**src/rtl/fetch_decode_pipe_reg_if.sv**
```systemverilog
// Handshake and data bundle between the fetch stage, the IF/ID register and decode.
// The master modport is the fetch/decode environment; the slave modport is the register.
interface fetch_decode_pipe_reg_if #(
  parameter int PC_W    = 32,
  parameter int INSTR_W = 32
);
  logic               in_valid;
  logic               in_ready;
  logic [PC_W-1:0]    pc_add_in;
  logic [INSTR_W-1:0] instr_in;
  logic               out_valid;
  logic               out_ready;
  logic [PC_W-1:0]    pc_add_out;
  logic [INSTR_W-1:0] instr_out;
  logic               flush;
  logic [31:0]        stall_cnt;

  modport master (
    output in_valid, pc_add_in, instr_in, out_ready, flush,
    input  in_ready, out_valid, pc_add_out, instr_out, stall_cnt
  );

  modport slave (
    input  in_valid, pc_add_in, instr_in, out_ready, flush,
    output in_ready, out_valid, pc_add_out, instr_out, stall_cnt
  );
endinterface

```
**src/rtl/fetch_decode_pipe_reg.sv**
```systemverilog
// IF/ID pipeline register with a valid/ready handshake, 2-entry skid buffer and flush.
// Optional stall-cycle counter enabled by defining FTD_STALL_CNT_EN.
module fetch_decode_pipe_reg #(
  parameter int                 PC_W      = 32,
  parameter int                 INSTR_W   = 32,
  parameter logic [INSTR_W-1:0] NOP_INSTR = 32'h0000_0000
) (
  input  logic                    clk,
  input  logic                    rst,
  fetch_decode_pipe_reg_if.slave  bus
);

  typedef enum logic [1:0] {
    ST_EMPTY = 2'd0,
    ST_ONE   = 2'd1,
    ST_TWO   = 2'd2
  } state_t;

  state_t             state_r, state_nx;
  logic [PC_W-1:0]    main_pc_r, main_pc_nx;
  logic [INSTR_W-1:0] main_instr_r, main_instr_nx;
  logic [PC_W-1:0]    skid_pc_r, skid_pc_nx;
  logic [INSTR_W-1:0] skid_instr_r, skid_instr_nx;
  logic               out_valid_r, in_ready_r;
  logic               in_fire_s, out_fire_s;

  // Handshakes use only registered readiness, so out_ready never reaches in_ready.
  assign in_fire_s  = bus.in_valid & in_ready_r;
  assign out_fire_s = out_valid_r & bus.out_ready;

  // Next-state and next-data selection; flush overrides every transition.
  always_comb begin
    state_nx      = state_r;
    main_pc_nx    = main_pc_r;
    main_instr_nx = main_instr_r;
    skid_pc_nx    = skid_pc_r;
    skid_instr_nx = skid_instr_r;
    if (bus.flush) begin
      state_nx      = ST_EMPTY;
      main_pc_nx    = {PC_W{1'b0}};
      main_instr_nx = NOP_INSTR;
      skid_pc_nx    = {PC_W{1'b0}};
      skid_instr_nx = NOP_INSTR;
    end else begin
      case (state_r)
        ST_EMPTY: begin
          if (in_fire_s) begin
            state_nx      = ST_ONE;
            main_pc_nx    = bus.pc_add_in;
            main_instr_nx = bus.instr_in;
          end else begin
            state_nx = ST_EMPTY;
          end
        end
        ST_ONE: begin
          if (out_fire_s && in_fire_s) begin
            state_nx      = ST_ONE;
            main_pc_nx    = bus.pc_add_in;
            main_instr_nx = bus.instr_in;
          end else if (out_fire_s) begin
            state_nx      = ST_EMPTY;
            main_pc_nx    = {PC_W{1'b0}};
            main_instr_nx = NOP_INSTR;
          end else if (in_fire_s) begin
            state_nx      = ST_TWO;
            skid_pc_nx    = bus.pc_add_in;
            skid_instr_nx = bus.instr_in;
          end else begin
            state_nx = ST_ONE;
          end
        end
        ST_TWO: begin
          // The skid beat is older than anything fetch can offer, so it moves up first.
          if (bus.out_ready) begin
            state_nx      = ST_ONE;
            main_pc_nx    = skid_pc_r;
            main_instr_nx = skid_instr_r;
            skid_pc_nx    = {PC_W{1'b0}};
            skid_instr_nx = NOP_INSTR;
          end else begin
            state_nx = ST_TWO;
          end
        end
        default: begin
          state_nx      = ST_EMPTY;
          main_pc_nx    = {PC_W{1'b0}};
          main_instr_nx = NOP_INSTR;
          skid_pc_nx    = {PC_W{1'b0}};
          skid_instr_nx = NOP_INSTR;
        end
      endcase
    end
  end

  // State, storage and registered handshake flags.
  always_ff @(posedge clk or posedge rst) begin
    if (rst) begin
      state_r      <= ST_EMPTY;
      main_pc_r    <= {PC_W{1'b0}};
      main_instr_r <= NOP_INSTR;
      skid_pc_r    <= {PC_W{1'b0}};
      skid_instr_r <= NOP_INSTR;
      out_valid_r  <= 1'b0;
      in_ready_r   <= 1'b1;
    end else begin
      state_r      <= state_nx;
      main_pc_r    <= main_pc_nx;
      main_instr_r <= main_instr_nx;
      skid_pc_r    <= skid_pc_nx;
      skid_instr_r <= skid_instr_nx;
      out_valid_r  <= (state_nx != ST_EMPTY);
      in_ready_r   <= (state_nx != ST_TWO);
    end
  end

  assign bus.in_ready   = in_ready_r;
  assign bus.out_valid  = out_valid_r;
  assign bus.pc_add_out = main_pc_r;
  assign bus.instr_out  = main_instr_r;

`ifdef FTD_STALL_CNT_EN
  logic [31:0] stall_cnt_r;

  // Saturating count of cycles where decode holds off a valid beat.
  always_ff @(posedge clk or posedge rst) begin
    if (rst) begin
      stall_cnt_r <= 32'd0;
    end else if (out_valid_r && !bus.out_ready && !bus.flush &&
                 (stall_cnt_r != 32'hFFFF_FFFF)) begin
      stall_cnt_r <= stall_cnt_r + 32'd1;
    end else begin
      stall_cnt_r <= stall_cnt_r;
    end
  end

  assign bus.stall_cnt = stall_cnt_r;
`else
  assign bus.stall_cnt = 32'd0;
`endif

endmodule
```
**src/flat_wrapper.sv**
```systemverilog
// flat-port wrapper written by rule: the top's interface ports become plain ports
module fetch_decode_pipe_reg_flat 
#(
  parameter int                 PC_W      = 32,
  parameter int                 INSTR_W   = 32,
  parameter logic [INSTR_W-1:0] NOP_INSTR = 32'h0000_0000
)
  (clk, rst, bus_in_valid, bus_pc_add_in, bus_instr_in, bus_out_ready, bus_flush, bus_in_ready, bus_out_valid, bus_pc_add_out, bus_instr_out, bus_stall_cnt);
  fetch_decode_pipe_reg_if #(.PC_W(PC_W), .INSTR_W(INSTR_W)) bus_i ();
  input  logic clk;
  input  logic rst;
  input wire logic [$bits(bus_i.in_valid)-1:0] bus_in_valid;
  input wire logic [$bits(bus_i.pc_add_in)-1:0] bus_pc_add_in;
  input wire logic [$bits(bus_i.instr_in)-1:0] bus_instr_in;
  input wire logic [$bits(bus_i.out_ready)-1:0] bus_out_ready;
  input wire logic [$bits(bus_i.flush)-1:0] bus_flush;
  output wire logic [$bits(bus_i.in_ready)-1:0] bus_in_ready;
  output wire logic [$bits(bus_i.out_valid)-1:0] bus_out_valid;
  output wire logic [$bits(bus_i.pc_add_out)-1:0] bus_pc_add_out;
  output wire logic [$bits(bus_i.instr_out)-1:0] bus_instr_out;
  output wire logic [$bits(bus_i.stall_cnt)-1:0] bus_stall_cnt;
  assign bus_i.in_valid = bus_in_valid;
  assign bus_i.pc_add_in = bus_pc_add_in;
  assign bus_i.instr_in = bus_instr_in;
  assign bus_i.out_ready = bus_out_ready;
  assign bus_i.flush = bus_flush;
  assign bus_in_ready = bus_i.in_ready;
  assign bus_out_valid = bus_i.out_valid;
  assign bus_pc_add_out = bus_i.pc_add_out;
  assign bus_instr_out = bus_i.instr_out;
  assign bus_stall_cnt = bus_i.stall_cnt;
  fetch_decode_pipe_reg #(.PC_W(PC_W), .INSTR_W(INSTR_W), .NOP_INSTR(NOP_INSTR)) u_core (.clk(clk), .rst(rst), .bus(bus_i));
endmodule
```
**config.mk**
```make
export PLATFORM = sky130hd
export DESIGN_NAME = fetch_decode_pipe_reg_flat
export DESIGN_NICKNAME = d
export VERILOG_FILES = /design/src/rtl/fetch_decode_pipe_reg_if.sv /design/src/rtl/fetch_decode_pipe_reg.sv /design/src/flat_wrapper.sv
export SDC_FILE = /design/constraint.sdc
export NUM_CORES = 1
export LEC_CHECK = 0
export BUFFER_PORTS_ARGS = -buffer_cell sky130_fd_sc_hd__buf_4
export CAP_MARGIN = 20
export CORE_ASPECT_RATIO = 0.9
export CORE_MARGIN = 5
export CORE_UTILIZATION = 28
export CTS_CLUSTER_DIAMETER = 200
export DETAILED_ROUTE_END_ITERATION = 10
export PLACE_DENSITY_LB_ADDON = 0.2
export SETUP_SLACK_MARGIN = 0.05
export SLEW_MARGIN = 30
export SYNTH_ARGS = -nofsm -noshare
export SYNTH_HDL_FRONTEND = slang
export SYNTH_SLANG_ARGS = --single-unit
```
**constraint.sdc**
```tcl
create_clock -name clk -period 6.2 [get_ports clk]
set_input_delay 1.24 -clock clk [delete_from_list [all_inputs] [get_ports clk]]
set_output_delay 1.24 -clock clk [all_outputs]
set_load 0.01 [all_outputs]
```
* Word level (Yosys, flattened, before mapping)
Cells that the tools add are included.
Operators by class: muxes and demuxes 27, eq/ne operators 10, reductions and logical operators 5, bitwise operators 2
Operators with widths (number):
- 2-to-1 mux 32 bit | 16
- case mux 32 bit (3 select lines) | 4
- 2-to-1 mux 2 bit | 5
- inequality test 3 bit, second input constant | 3
- inequality test 3 x 2 -> 1 bit, second input constant | 2
- case mux 2 bit (3 select lines) | 1
- AND reduction 5 bit | 1
- inequality test 2 bit, second input constant | 2
- inequality test 4 x 2 -> 1 bit, second input constant | 1
- AND reduction 3 bit | 1
- AND 1 bit | 2
- equality test 2 x 1 -> 1 bit, second input constant | 1
- equality test 2 bit, second input constant | 1
- zero test 2 bit | 1
- nonzero test 2 bit | 1
- logical AND 1 bit | 1
- 2-to-1 mux 1 bit | 1
Word-level totals: bits in registers 132

* Depth between registers and ports, before layout
depth in word-level cells 7, gate-level depth with buffers 9, mapped depth without buffers 7

* Least setup slack after synthesis
OpenSTA, ideal clock, no wires.
path kind input -> register, from input port bus_in_valid, to register u_core.main_instr_r[19], in the netlist u_core.bus.instr_out[19], arrival 2574 ps, library setup time 135 ps, path slack 3491 ps, required time 6065 ps, stages 9, cell sequence nand2_1 inv_1 ha_1 or2b_1 and2_1 buf_2 buf_2 a22oi_1 o31ai_1
Between the ends: cells in the longest elaborated chain, start to end 5, elaborated cells between the ends (all ways) 8, classes of those cells eq/ne: 2; mux: 3; bitwise: 1; reduce/logical: 2
RTL lines:
- start: declaration | line flat_wrapper.sv:12 | input wire logic [$bits(bus_i.in_valid)-1:0] bus_in_valid;
- AND 1 bit * | line fetch_decode_pipe_reg.sv:28 | assign in_fire_s = bus.in_valid & in_ready_r;
- logical AND 1 bit | line fetch_decode_pipe_reg.sv:56 | if (out_fire_s && in_fire_s) begin
- 2-to-1 mux 32 bit | line fetch_decode_pipe_reg.sv:56
- case mux 32 bit (3 select lines) | line fetch_decode_pipe_reg.sv:45 | case (state_r)
- 2-to-1 mux 32 bit | line fetch_decode_pipe_reg.sv:38 | if (bus.flush) begin
- end signal: assignment | line fetch_decode_pipe_reg.sv:108 | main_instr_r <= main_instr_nx;
- end: declaration | line fetch_decode_pipe_reg.sv:21 | logic [INSTR_W-1:0] main_instr_r, main_instr_nx;
Every way passes the cells marked *; elsewhere a longest branch is shown, timed or not. A chain may end at the register's enable or synchronous reset.

* Worst setup path in the final report
from input port bus_out_ready, to register u_core.main_instr_r[18], in the netlist u_core.bus.instr_out[18]
Between the ends: cells in the longest elaborated chain, start to end 5, elaborated cells between the ends (all ways) 8, classes of those cells eq/ne: 2; mux: 3; bitwise: 1; reduce/logical: 2
RTL lines:
- start: declaration | line flat_wrapper.sv:15 | input wire logic [$bits(bus_i.out_ready)-1:0] bus_out_ready;
- AND 1 bit | line fetch_decode_pipe_reg.sv:29 | assign out_fire_s = out_valid_r & bus.out_ready;
- logical AND 1 bit | line fetch_decode_pipe_reg.sv:56
- 2-to-1 mux 32 bit | line fetch_decode_pipe_reg.sv:56
- case mux 32 bit (3 select lines) | line fetch_decode_pipe_reg.sv:45
- 2-to-1 mux 32 bit | line fetch_decode_pipe_reg.sv:38
Parallel ways exist; a longest one is shown, timed or not.

==> run metrics <==
Synth Cell Area=5927 µm²; f_max=322.2 MHz; placed instance count=879; Max Fanout on Critical Path=53; H-tree depth=4; Clock Latency Late Sink=0.41 ns; Post-DP HPWL=9925 µm; status=complete, no violations; post-CTS setup buffers=0; post_cts resized=0; layout cell share with drive strength beyond 1=39.36%; post-synthesis sequential area ratio=55.75%; Peak VDD IR=0.0001409 V; I/O pin total=167; clk_skew=0.006717 ns; clk buf depth=2; FF+latch count, synth=132; number of global-route vias before repair=4691; Pwr Total=2472 µW; Sw Pwr=653.6 µW; Slew @ Worst Pin=0.8494 ns; vias per cell=4.881; ant diodes=0; sequential power share=39.6%; Final nets=683; Remaining Overflow, GRT=0; sw frac=26.44%; internal cell power=1818 µW; DIE WIDTH=163.4 µm; P&R area growth vs syn=28.20%; number of port buffers=134; CTS Sinks=132; worst rel slew slack=43.37%; largest net degree at the start of global routing=80; Root Buffer=clkbuf_16; drt wl/cell=18.15 µm; CTS Buf Count=17; top_reg_cell synth=dfrtp_1; kind of start point of the critical path=input pin; 1st-iter DRT viols=286; DRC Markers=0; Clock Pin Slew Worst Setup and Hold Paths=0.06 ns; syn_area_per_cell=11.76 µm²; fin cells=911; endpoints failing setup=0; Total GRT Usage=13.74%; Netlist cell types=32; antenna violations before repair=0; Initial Utilization=28.45%; cells after synthesis=504; vias=4447; Worst Setup End Kind=flip-flop; Crit Path Category=in -> reg; Hold WC Path Type=reg -> reg; Max Slew Vio Count=0; FFs w/ async S/R, synth=100.0%; Ys Warns=0; first-pass GRT wire length=26330 µm; logic gate share of total power=16.1%; die area=24180 µm²; Max Cap Viol=0; Worst Path Arrival=3.42 ns; final wirelength=16540 µm; hold buffers post-CTS=0; Clock power frac=44.3%; fin crit period=3.104 ns; Post-synth EDFFs=0; core box area=20830 µm²; Leak=0.003614 µW; RSZ-0062 raised after global routing=false; global placer's final weighted congestion=0.7409; Req. time, crit path=6.51 ns; total negative slack=0 ns; Tcrit/Tclk final=50.07%; final-report hold violation count=0; PwrDens=325.3 nW/µm²; Die Y=148.0 µm; post-layout util=36.47%; antenna viol nets, final=0; # rows=50; Pre-antenna DRT Iters=4; CTS tree=yes
[power groups by stage]
stage	sequential, µW	combinational, µW	clock (µW)
after floorplan	1010	222	0
after global placement	993	399	0
after detailed placement	994	404	0
after CTS	980	405	1130
after global routing	988	440	1160
final	980	398	1090
[logic make-up after synthesis]
logic type | share of synthesized area (%)
AO/OA/AOI/OAI | 28.41
buffers and inverters | 9.183
AND/OR/NAND/NOR | 6.016
flip-flops | 55.75
adder cells (fa/ha/maj) | 0.4221
XOR/XNOR | 0.1478
other | 0.06327
[sequential cells by signal, indices dropped and copies added, names as in the netlist]
name and cells:
u_core.bus.instr_out 32, u_core.bus.out_valid 1, u_core.state_r 2, u_core.bus.pc_add_out 32, u_core.bus.in_ready 1, u_core.skid_instr_r 32, u_core.skid_pc_r 32
[through the flow]
step	area, µm²	hold WS, ns	setup slack, ns
after global routing	7599	0.4969	2.934
after global placement	6959	0.4623	2.363
after CTS	7599	0.4819	3.136
final	7599	0.4755	3.096
after detailed placement	6960	0.4671	2.717
after floorplan	6043	0.4710	1.436
[worst paths after layout]
check	depth (start not counted)	startpoint	to	slack, ns
max	8	bus_out_ready	u_core.bus.instr_out[18]$_DFFE_PP0P_	3.10
min	2	u_core.bus.pc_add_out[22]$_DFFE_PP0P_	u_core.bus.pc_add_out[22]$_DFFE_PP0P_	0.48
max reg2reg	7	u_core.bus.in_ready$_DFF_PP1_	u_core.bus.instr_out[18]$_DFFE_PP0P_	3.51
min reg2reg	2	u_core.bus.pc_add_out[22]$_DFFE_PP0P_	u_core.bus.pc_add_out[22]$_DFFE_PP0P_	0.48
max in group asynchronous	3	rst	u_core.skid_instr_r[19]$_DFFE_PP0P_	4.07
min in group asynchronous	2	rst	u_core.bus.pc_add_out[8]$_DFFE_PP0P_	0.95
[metal layers]
| layer | part of all wire [%] | track usage [%] | up-vias |
|---|---|---|---|
| met1 | 47 | 18.45 | 2250 |
| met2 | 46 | 21.16 | 139 |
| li1 | - | - | 2051 |
| met3 | 6.3 | 4.962 | 7 |
| met4 | 0.65 | 3.522 | 0 |
| met5 | 0 | 0 | - |
[cell type report]
type                       instances  area, µm²
clock buffer                      24      491.7
clock inverter                     8      146.4
fill                            2052      13230
inverter                           5      23.77
multi-input combinational        316       2223
sequential                       132       3304
tap                              286      357.8
timing repair buffer             140       1051
[synthesized netlist by cell type, types with 2 or more instances]
cell | instances | area [µm²]
buf_2 | 18 | 90.09
inv_1 | 5 | 18.77
a22oi_1 | 54 | 405.4
dfrtp_1 | 131 | 3278
buf_4 | 38 | 285.3
nand2_1 | 68 | 255.2
a21oi_1 | 2 | 10.01
a32oi_1 | 11 | 96.34
nor2_1 | 2 | 7.510
o31ai_1 | 64 | 480.5
a22o_2 | 64 | 640.6
clkbuf_1 | 18 | 67.56
buf_6 | 7 | 78.83
ha_1 | 2 | 25.02
o21ai_0 | 3 | 15.01
[critical path: stages]
cell	delay (ns)
buf_4	0.11
nand2_1	0.08
inv_1	0.14
ha_1	0.26
or2b_1	0.43
and2_4	0.71
a22oi_1	0.16
o31ai_1	0.28
[placed cells by master (no fill, tap or decap), drive strengths merged, types with 3 or more instances in the layout]
cell type  instances
bufinv             4
conb              32
o31ai             64
o21ai              4
clkbuf            24
a22o              64
nand2             68
a32oi             11
a22oi             54
dfrtp            131
buf              140
clkinv             3
inv                5
Power figures use the tool's default switching activity.
